--- config.mk ---
export PLATFORM = sky130hd
export DESIGN_NAME = bufcnt_ctrl_flat
export DESIGN_NICKNAME = d
export VERILOG_FILES = /design/src/rtl/bufcnt_ctrl_if.sv /design/src/rtl/bufcnt_ctrl.sv /design/src/flat_wrapper.sv
export SDC_FILE = /design/constraint.sdc
export NUM_CORES = 1
export LEC_CHECK = 0
export CAP_MARGIN = 5
export CORE_MARGIN = 2
export CORE_UTILIZATION = 42
export CTS_CLUSTER_SIZE = 20
export DETAILED_ROUTE_END_ITERATION = 12
export MAX_ROUTING_LAYER = met4
export PLACE_DENSITY = 0.79
export RECOVER_POWER = 100
export SLEW_MARGIN = 20
export SYNTH_ARGS = -nofsm -noshare
export SYNTH_HDL_FRONTEND = slang
export SYNTH_SLANG_ARGS = --single-unit
--- constraint.sdc ---
create_clock -name clk -period 1.28 [get_ports clk]
set_input_delay 0.256 -clock clk [delete_from_list [all_inputs] [get_ports clk]]
set_output_delay 0.256 -clock clk [all_outputs]
set_load 0.005 [all_outputs]
--- src/rtl/bufcnt_ctrl_if.sv ---
// Serial-frame controller <-> buffered counter stage signal bundle.
// master: the controller; slave: the line source plus counter stage.
interface bufcnt_ctrl_if;
   logic       SI;
   logic       co;
   logic [7:0] PI;
   logic       ld;
   logic       en_cnt;
   logic       en_tri;
   logic       busy;
   logic       done;
   logic       err;

   modport master (
      input  SI, co,
      output PI, ld, en_cnt, en_tri, busy, done, err
   );

   modport slave (
      output SI, co,
      input  PI, ld, en_cnt, en_tri, busy, done, err
   );
endinterface

--- src/rtl/bufcnt_ctrl.sv ---
// Frame parser driving a buffered down-counter: start bit, 8-bit length, payload pass-through.
// Optional odd-parity bit after the length when BUFCNT_CTRL_PARITY_EN is defined.
module bufcnt_ctrl (
   input  logic          clk,
   input  logic          rst,
   bufcnt_ctrl_if.master bus
);

   typedef enum logic [2:0] {
      IDLE = 3'd0,
      HDR  = 3'd1,
      LOAD = 3'd2,
      XFER = 3'd3,
`ifdef BUFCNT_CTRL_PARITY_EN
      PAR  = 3'd5,
`endif
      DONE = 3'd4
   } state_t;

   state_t     state;
   state_t     nxt;
   logic [7:0] len;
   logic [2:0] bitcnt;
   logic [7:0] pi;
   logic       ld;
   logic       en_cnt;
   logic       en_tri;
   logic       done;

   always_ff @(posedge clk or posedge rst) begin
      if (rst) begin
         state  <= IDLE;
         len    <= 8'h00;
         bitcnt <= 3'd0;
      end else begin
         state <= nxt;
         if (state == HDR) begin
            len    <= {len[6:0], bus.SI};
            bitcnt <= bitcnt + 3'd1;
         end else begin
            bitcnt <= 3'd0;
         end
      end
   end

`ifdef BUFCNT_CTRL_PARITY_EN
   logic par_ok;
   logic err_q;

   // Odd parity: L together with the parity bit must hold an odd number of ones.
   assign par_ok = ^{len, bus.SI};

   always_ff @(posedge clk or posedge rst) begin
      if (rst) begin
         err_q <= 1'b0;
      end else begin
         err_q <= (state == PAR) && !par_ok;
      end
   end

   assign bus.err = err_q;
`else
   assign bus.err = 1'b0;
`endif

   always_comb begin
      nxt    = state;
      pi     = 8'h00;
      ld     = 1'b0;
      en_cnt = 1'b0;
      en_tri = 1'b0;
      done   = 1'b0;
      case (state)
         IDLE: begin
            if (!bus.SI) nxt = HDR;
         end
         HDR: begin
`ifdef BUFCNT_CTRL_PARITY_EN
            if (bitcnt == 3'd7) nxt = PAR;
`else
            if (bitcnt == 3'd7) nxt = LOAD;
`endif
         end
`ifdef BUFCNT_CTRL_PARITY_EN
         PAR: begin
            nxt = par_ok ? LOAD : IDLE;
         end
`endif
         LOAD: begin
            ld  = 1'b1;
            pi  = len;
            nxt = XFER;
         end
         XFER: begin
            en_cnt = 1'b1;
            en_tri = 1'b1;
            pi     = len;
            // co is only meaningful once the counter has been loaded and is counting.
            if (bus.co) nxt = DONE;
         end
         DONE: begin
            done = 1'b1;
            pi   = len;
            nxt  = IDLE;
         end
         default: nxt = IDLE;
      endcase
   end

   assign bus.PI     = pi;
   assign bus.ld     = ld;
   assign bus.en_cnt = en_cnt;
   assign bus.en_tri = en_tri;
   assign bus.done   = done;
   assign bus.busy   = (state != IDLE);

endmodule

--- src/flat_wrapper.sv ---
// flat-port wrapper written by rule: the top's interface ports become plain ports
module bufcnt_ctrl_flat 
  (clk, rst, bus_SI, bus_co, bus_PI, bus_ld, bus_en_cnt, bus_en_tri, bus_busy, bus_done, bus_err);
  bufcnt_ctrl_if bus_i ();
  input  logic clk;
  input  logic rst;
  input wire logic [$bits(bus_i.SI)-1:0] bus_SI;
  input wire logic [$bits(bus_i.co)-1:0] bus_co;
  output wire logic [$bits(bus_i.PI)-1:0] bus_PI;
  output wire logic [$bits(bus_i.ld)-1:0] bus_ld;
  output wire logic [$bits(bus_i.en_cnt)-1:0] bus_en_cnt;
  output wire logic [$bits(bus_i.en_tri)-1:0] bus_en_tri;
  output wire logic [$bits(bus_i.busy)-1:0] bus_busy;
  output wire logic [$bits(bus_i.done)-1:0] bus_done;
  output wire logic [$bits(bus_i.err)-1:0] bus_err;
  assign bus_i.SI = bus_SI;
  assign bus_i.co = bus_co;
  assign bus_PI = bus_i.PI;
  assign bus_ld = bus_i.ld;
  assign bus_en_cnt = bus_i.en_cnt;
  assign bus_en_tri = bus_i.en_tri;
  assign bus_busy = bus_i.busy;
  assign bus_done = bus_i.done;
  assign bus_err = bus_i.err;
  bufcnt_ctrl u_core (.clk(clk), .rst(rst), .bus(bus_i));
endmodule
# Word-level counts from Yosys, hierarchy flattened
# Cells that the tools add are included.
# word_totals
out_inout_bits,14
inputBits,4
regBits,14
word_cells,25
# op_classes
n_eq_ne,8
reduce_logical,4
addsub,1
n_mux,9
# op_table
cell,n
3-bit 2-to-1 mux,4
3-bit case mux with 4 select lines,1
8-bit 2-to-1 mux,1
"3-bit by 2-bit equality test with 1-bit output, second input constant",2
"3-bit equality test, second input constant",2
"2-bit inequality test, second input constant",3
"3-bit by 1-bit adder with 3-bit output, second input constant",1
"3-bit by 1-bit equality test with 1-bit output, second input constant",1
3-bit logical NOT,1
1-bit 2-to-1 mux,3
3-bit AND reduction,1
3-bit nonzero test,1
3-bit OR reduction,1

# Logic depth before layout (Yosys ltp)
# Gate-level depths: netlist of run 1.
# depth
ltp_word,3
mapped_depth,4

# Worst setup path after synthesis of run 1
# No wires, ideal clock.
# synth_timing
path_kind,register -> output
start,register u_core.state[0]
end,output port bus_PI[0]
path_slack_ns,-0.124
path_buffers,2
stages_incl_launch_ff,5
t_arrival_ns,1.148
cell_sequence,dfrtp_1 > buf_6 > or3b_1 > buf_6 > a21boi_2
# synth_via
elab_chain_len,3
# synth_lines
element,line_no,source
start: declaration,bufcnt_ctrl.sv:20,state_t state;
start signal: assignment,bufcnt_ctrl.sv:36,state <= nxt;
3-bit equality test / 3-bit by 2-bit equality test with 1-bit output (equally long branches),bufcnt_ctrl.sv:73,case (state)
3-bit OR reduction (no line) (*),n/a,
8-bit 2-to-1 mux (*),bufcnt_ctrl.sv:73,
end: declaration,flat_wrapper.sv:9,output wire logic [$bits(bus_i.PI)-1:0] bus_PI;
# Every way passes the cells marked *; elsewhere a longest branch is shown, timed or not.

# Final worst setup path of run 1
# Same ends and word-level chain as after synthesis.

==> results of run 1 <==
[power by group through the flow]
stage	combinational, W	clock [W]	sequential [W]
2_1_floorplan	0.000656	0	0.000749
3_3_place_gp	0.00109	0	0.000748
3_5_place_dp	0.00112	0	0.000759
4_1_cts	0.00163	0.000330	0.000768
5_1_grt	0.00195	0.000345	0.000802
6_report	0.00182	0.000321	0.000775
[cell usage after synthesis]
master,n
a21bo_2,1
nand3b_1,1
nor2b_1,1
buf_2,1
inv_1,2
nand2_1,1
buf_6,3
ha_1,2
mux2_2,1
buf_4,2
mux2_1,8
dfrtp_1,14
a21oi_1,1
a221oi_1,1
nor3b_2,1
inv_2,1
conb_1,1
or3b_1,1
and2_1,2
or3_2,1
nor2_1,4
nand2b_1,1
a21boi_2,8
[stage by stage]
stage / hold WS, ps / instance area [sq um] / utilization, % / power, W / worst slack (ps)
after floorplan: 145 / 742 / - / 0.00140 / -83.2
after global placement: 473 / 987 / 58.4 / 0.00184 / -506
after detailed placement: 478 / 987 / 58.4 / 0.00188 / -540
after CTS: 263 / 1190 / 70.4 / 0.00273 / -574
after global routing: 550 / 1240 / 73.3 / 0.00310 / -555
final: 533 / 1240 / 73.3 / 0.00291 / -498
[cells in the final DEF, fill, tap and decap left out, drive strengths merged, types with 2 or more instances in the layout]
cell           netlist  final
mux2                 9      9
buf                  6     41
inv                  3      3
and2                 2      2
nor2                 4      4
dfrtp               14     14
a21boi               8      8
ha                   2      2
clkdlybuf4s50        0      2
clkbuf               0      6
[flip-flops by register name, summed over array words and instances, names as in the netlist]
name,count
u_core.len,8
u_core.state,3
u_core.bitcnt,3
[cells by family after synthesis]
logic type | count (synthesis) | share of synthesized area [%]
muxes | 9 | 13.7
adders and majority gates | 2 | 3.38
DFF | 14 | 47.4
other | 1 | 0.507
and+or+nand+nor | 13 | 10.8
buffers and inverters | 9 | 8.80
AOI/OAI and AO/OA | 11 | 15.4
[what timing repair did]
action / 4_1_cts / 5_1_grt
pin swaps: 5 / 3
buffers inserted: 11 / 7
endpoints found under the setup margin: 22 / 25
resized for setup: 78 / 7
gates cloned: 1 / 0
endpoints found under the hold margin: 0 / 0
[layer usage]
metal	vias up	part of all wire, %	GRT usage, %
met2	14	54	34.7
met3	2	4.8	7.14
met1	285	40	23.6
met5	-	0	-
li1	288	-	-
met4	0	0.57	3.43
[area by class of cell]
class	instances	share of cell area (%)
well taps	17	1.72
inverters	3	0.909
multi-input cells	36	33.6
flip-flops and latches	14	28.3
repair buffers	47	32.5
clock buffers	4	2.93
[worst max path at each step]
stage,start,endpoint,slack (ps)
after global placement,u_core.state[1],bus_PI[0],-510
after detailed placement,u_core.state[1],bus_PI[0],-540
after global routing,u_core.state[0],bus_PI[6],-550
after CTS,u_core.state[0],bus_PI[0],-570
final,u_core.state[0],bus_PI[0],-500
after floorplan,u_core.state[0],bus_PI[0],-80
==> impl_metrics.tcl, run 1 <==
set metrics [dict create \
    status "finished with violations" \
    violations "setup timing" \
    slew_viol_final 0 \
    dieArea_sq_um 2110 \
    power_frac_seq_pct 26.6 \
    cp_max_fo 5 \
    grt_pass1_vias 576 \
    grt-ovfl-total 0 \
    rsz0062_at_grt "yes" \
    slew_headroom_pct 46.7 \
    htree_levels 1 \
    crit_family "simple AND/OR/NAND/NOR gates" \
    clk_path_buf_depth 2 \
    grt_max_degree 15 \
    min_period_over_period_pct 139 \
    netlist_area_sq_um 739 \
    hold_path_depth 1 \
    arrival_ps 1520 \
    cts_made_buffers 3 \
    start_kind "register" \
    cts_root_buf "clkbuf_4" \
    r2r_slack_ps -340 \
    core_sq_um 1690 \
    areaGrowthSynthToFinish_pct 67.5 \
    worstHoldStart "u_core.len[7]" \
    switching_share_pct 29.3 \
    portBuffers 16 \
    fin_worst_skew_ps 14.3 \
    dr.pass1.iters 2 \
    tns_ps -8740 \
    cp_num_buf_inv 2 \
    power.density_nw_per_um2 2350 \
    routed_wl_microns 1770 \
    leakage_nw 0.647 \
    cp_data_required_time_ps 1020 \
    max_freq_mhz 563 \
    wl_per_cell_microns 14.6 \
    multi_input_area_sq_um 417 \
    row_count 15 \
    ys_seq_elements 14 \
    synth_cells 59 \
    synth_area_leaders "dfrtp_1 (47%), a21boi_2 (12%), mux2_1 (12%)" \
    pin_count 18 \
    period_needed_ps 1780 \
    worstReg2RegEnd "u_core.len[1]" \
    clk_pin_slew_ps 90 \
    ir_drop_mv 1.57 \
    switchingPower_w 0.000852 \
    fin_cells 121 \
    vias 589 \
    finalWorstSetupSlack_ps -498 \
    ant_nets 0 \
    antenna_found_initial 0 \
    die_w_microns 46.0 \
    die_y_microns 46.0 \
    clock_sinks 14 \
    cts_tree "done" \
    crit_type "register to output port" \
    drive_gt1_share_pct 73.1 \
    yosysWarningCount 0 \
    ys_seq_area_share_pct 47.4 \
    synthDistinctLibCells 23 \
    min_path_type "register to register" \
    slowest_delay_ps 440 \
    fin_nets 111 \
    syn-num-nets 65 \
    critical_path_depth 4 \
    tightestPinTransition_ps 800 \
    end_kind "output port" \
    register_area_sq_um 350 \
    viasPerCell 4.87 \
    path_cells "or3b_4 -> buf_6 -> a21boi_2 -> buf_2" \
    antenna_cells 0 \
    worstReg2RegStart "u_core.state[2]" \
    finalHoldViolCount 0 \
    grt_pass1_wl_microns 2880 \
    clockPowerShare_pct 11.0 \
    clk_latency_ps 290 \
    synthDominantCellAreaShare_pct 47.4 \
    place.gp.congestion 0.727 \
    critPathSlowestCell "or3b_4" \
    worstRegToRegCells 6 \
    drt_first_iter_violations 5 \
    hpwlAfterDp_microns 927 \
    hold_path_end "u_core.len[7]" \
    synth_area_leader_cell "dfrtp_1" \
    drc_errors 0 \
    grtUsageTotal_pct 20.5 \
    fill_cells 127 \
    ctsHoldBuffers 0 \
    pwr-share-comb_pct 62.3 \
    setup-violations-final 25 \
    synth_area_per_cell_sq_um 12.5 \
    drv_cap 0 \
    start_util_pct 43.8 \
    place_inst 100 \
    p_int_w 0.00206 \
]
Power figures use the tool's default switching activity.
==> inputs of run 2 (changes only) <==
--- a/config.mk
+++ b/config.mk
@@ -8,6 +8,7 @@
 export CAP_MARGIN = 5
 export CORE_MARGIN = 2
 export CORE_UTILIZATION = 42
+export CTS_CLUSTER_DIAMETER = 60
 export CTS_CLUSTER_SIZE = 20
 export DETAILED_ROUTE_END_ITERATION = 12
 export MAX_ROUTING_LAYER = met4
==> results of run 2 <==
Same layout as run 1: the final DEF is identical, and so are final timing and power.
==> inputs of run 3 (changes only) <==
--- a/config.mk
+++ b/config.mk
@@ -7,12 +7,13 @@
 export LEC_CHECK = 0
 export CAP_MARGIN = 5
 export CORE_MARGIN = 2
-export CORE_UTILIZATION = 42
+export CORE_UTILIZATION = 45
+export CTS_BUF_LIST = sky130_fd_sc_hd__clkbuf_2
 export CTS_CLUSTER_DIAMETER = 60
 export CTS_CLUSTER_SIZE = 20
 export DETAILED_ROUTE_END_ITERATION = 12
 export MAX_ROUTING_LAYER = met4
-export PLACE_DENSITY = 0.79
+export PLACE_DENSITY = 0.84
 export RECOVER_POWER = 100
 export SLEW_MARGIN = 20
 export SYNTH_ARGS = -nofsm -noshare
==> run 3 against run 2 <==
Net effect: the run still ends with setup timing left; setup slack worse by 58 ps; routed wire length is 9.2% lower; critical path depth is 1 higher; core utilization hardly changed; first-iteration DRC count is 40% higher; count of clock-buffer cells in the layout is 1 lower; largest cell class unchanged.
==> impl_metrics.tcl, run 3 (same netlist as run 1, synthesis figures left out) <==
set metrics [dict create \
    row_count 14 \
    pin_count 18 \
    grt_pass1_vias 564 \
    clk_pin_slew_ps 150 \
    dr.pass1.iters 2 \
    ant_nets 0 \
    rsz0062_at_grt "yes" \
    hpwlAfterDp_microns 933 \
    cts_made_buffers 3 \
    post-place-ws_ps -523 \
    crit_type "register to output port" \
    place.gp.congestion 0.715 \
    start_util_pct 48.5 \
    ir_drop_mv 1.25 \
    wl_per_cell_microns 14.5 \
    fin_nets 102 \
    grtUsageTotal_pct 19.8 \
    top_regs "u_core.len x8, u_core.bitcnt x3, u_core.state x3" \
    min_path_type "register to register" \
    cp_data_required_time_ps 1020 \
    layout_commonest_cell "dfrtp_1" \
    slowest_delay_ps 410 \
    htree_levels 1 \
    end_kind "output port" \
    grt_pass1_wl_microns 2700 \
    min_period_over_period_pct 143 \
    drive_gt1_share_pct 68.4 \
    clk_latency_ps 280 \
    drv_cap 0 \
    grt-ovfl-total 0 \
    period_needed_ps 1840 \
    fin_worst_skew_ps 6.99 \
    antenna_found_initial 0 \
    start_kind "register" \
    cts_tree "done" \
    largest_reg_flops 8 \
    vias 550 \
    finalWorstSetupSlack_ps -556 \
    setup-violations-final 26 \
    leakage_nw 0.567 \
    path_cells "or3b_1 -> buf_6 -> buf_6 -> a21boi_2 -> buf_2" \
    routed_wl_microns 1610 \
    power.density_nw_per_um2 2250 \
    clock_sinks 14 \
    tns_ps -9370 \
    ctsHoldBuffers 0 \
    cp_max_fo 4 \
    portBuffers 16 \
    critPathSlowestCell "dfrtp_1" \
    max_freq_mhz 545 \
    slew_headroom_pct 47.9 \
    cts_root_buf "clkbuf_2" \
    core_sq_um 1520 \
    die_y_microns 44.5 \
    clk_path_buf_depth 2 \
    areaGrowthSynthToFinish_pct 51.1 \
    arrival_ps 1580 \
    status "finished with violations" \
    grt_max_degree 15 \
    antenna_cells 0 \
    regMostFlops "u_core.len" \
    tightestPinTransition_ps 782 \
    violations "setup timing" \
    cpMostUsedCell "buf_6" \
    dieArea_sq_um 1980 \
    slew_viol_final 0 \
    layout_common_cells "dfrtp_1 (14), buf_6 (12), buf_2 (11)" \
    drc_errors 0 \
    finalHoldViolCount 0 \
    drt_first_iter_violations 7 \
    die_w_microns 44.5 \
    viasPerCell 4.95 \
]
run 3: worst paths after layout:
check                                start                to  slack [ps]  depth (start not counted)
setup / recovery           u_core.state[0]         bus_PI[7]        -560                          5
min in group asynchronous              rst  u_core.bitcnt[0]         590                          3
hold reg to reg              u_core.len[3]     u_core.len[4]         540                          1
setup reg to reg           u_core.state[0]     u_core.len[2]        -330                          7
max in group asynchronous              rst     u_core.len[6]         200                          3
hold / removal               u_core.len[3]     u_core.len[4]         540                          1
run 3: repair_timing:
action | in CTS | in global routing
cloned | 0 | 0
resized for setup | 78 | 5
endpoints found under the setup margin | 22 | 26
pin swaps | 6 | 3
buffers inserted | 9 | 2
run 3: worst max-delay path, delay by kind of cell (launching register included):
| kind | cells | cell delay, ps |
|---|---|---|
| flip-flops | 1 | 410 |
| buffers and inverters | 3 | 370 |
| AO/OA/AOI/OAI | 1 | 120 |
| AND/OR/NAND/NOR | 1 | 390 |
run 3: power breakdown:
group          switching, W  internal, W  total (W)  leakage, nW
Combinational      0.000516     0.000994    0.00151        0.385
Clock              0.000152    0.0000679   0.000220       0.0140
Sequential         0.000132     0.000651   0.000783        0.168
run 3: metal layers:
metal | wire (microns) | vias up | part of all wire [%] | GRT usage (%)
met3 | 57 | 0 | 3.5 | 3.67
met5 | 0 | - | 0 | -
met1 | 699 | 265 | 44 | 24.1
li1 | - | 273 | - | -
met4 | 0 | 0 | 0 | 5.45
met2 | 849 | 12 | 53 | 33.3
run 3: final cells by class:
| class | count | area (sq um) |
|---|---|---|
| inverters | 3 | 11.3 |
| clock buffers | 3 | 15.0 |
| multi-input cells | 36 | 403 |
| flip-flops and latches | 14 | 350 |
| fillers | 120 | 407 |
| repair buffers | 38 | 314 |
| well taps | 16 | 20.0 |
| clock inverters | 1 | 3.75 |
run 3: through the flow:
step	power, W	cells	instance area [sq um]	util (%)	hold WS (ps)
after floorplan	0.00140	59	742	-	145
after global placement	0.00180	97	971	63.7	461
after detailed placement	0.00185	97	971	63.7	482
after CTS	0.00248	110	1110	72.9	241
after global routing	0.00267	111	1120	73.3	561
final	0.00251	111	1120	73.3	543
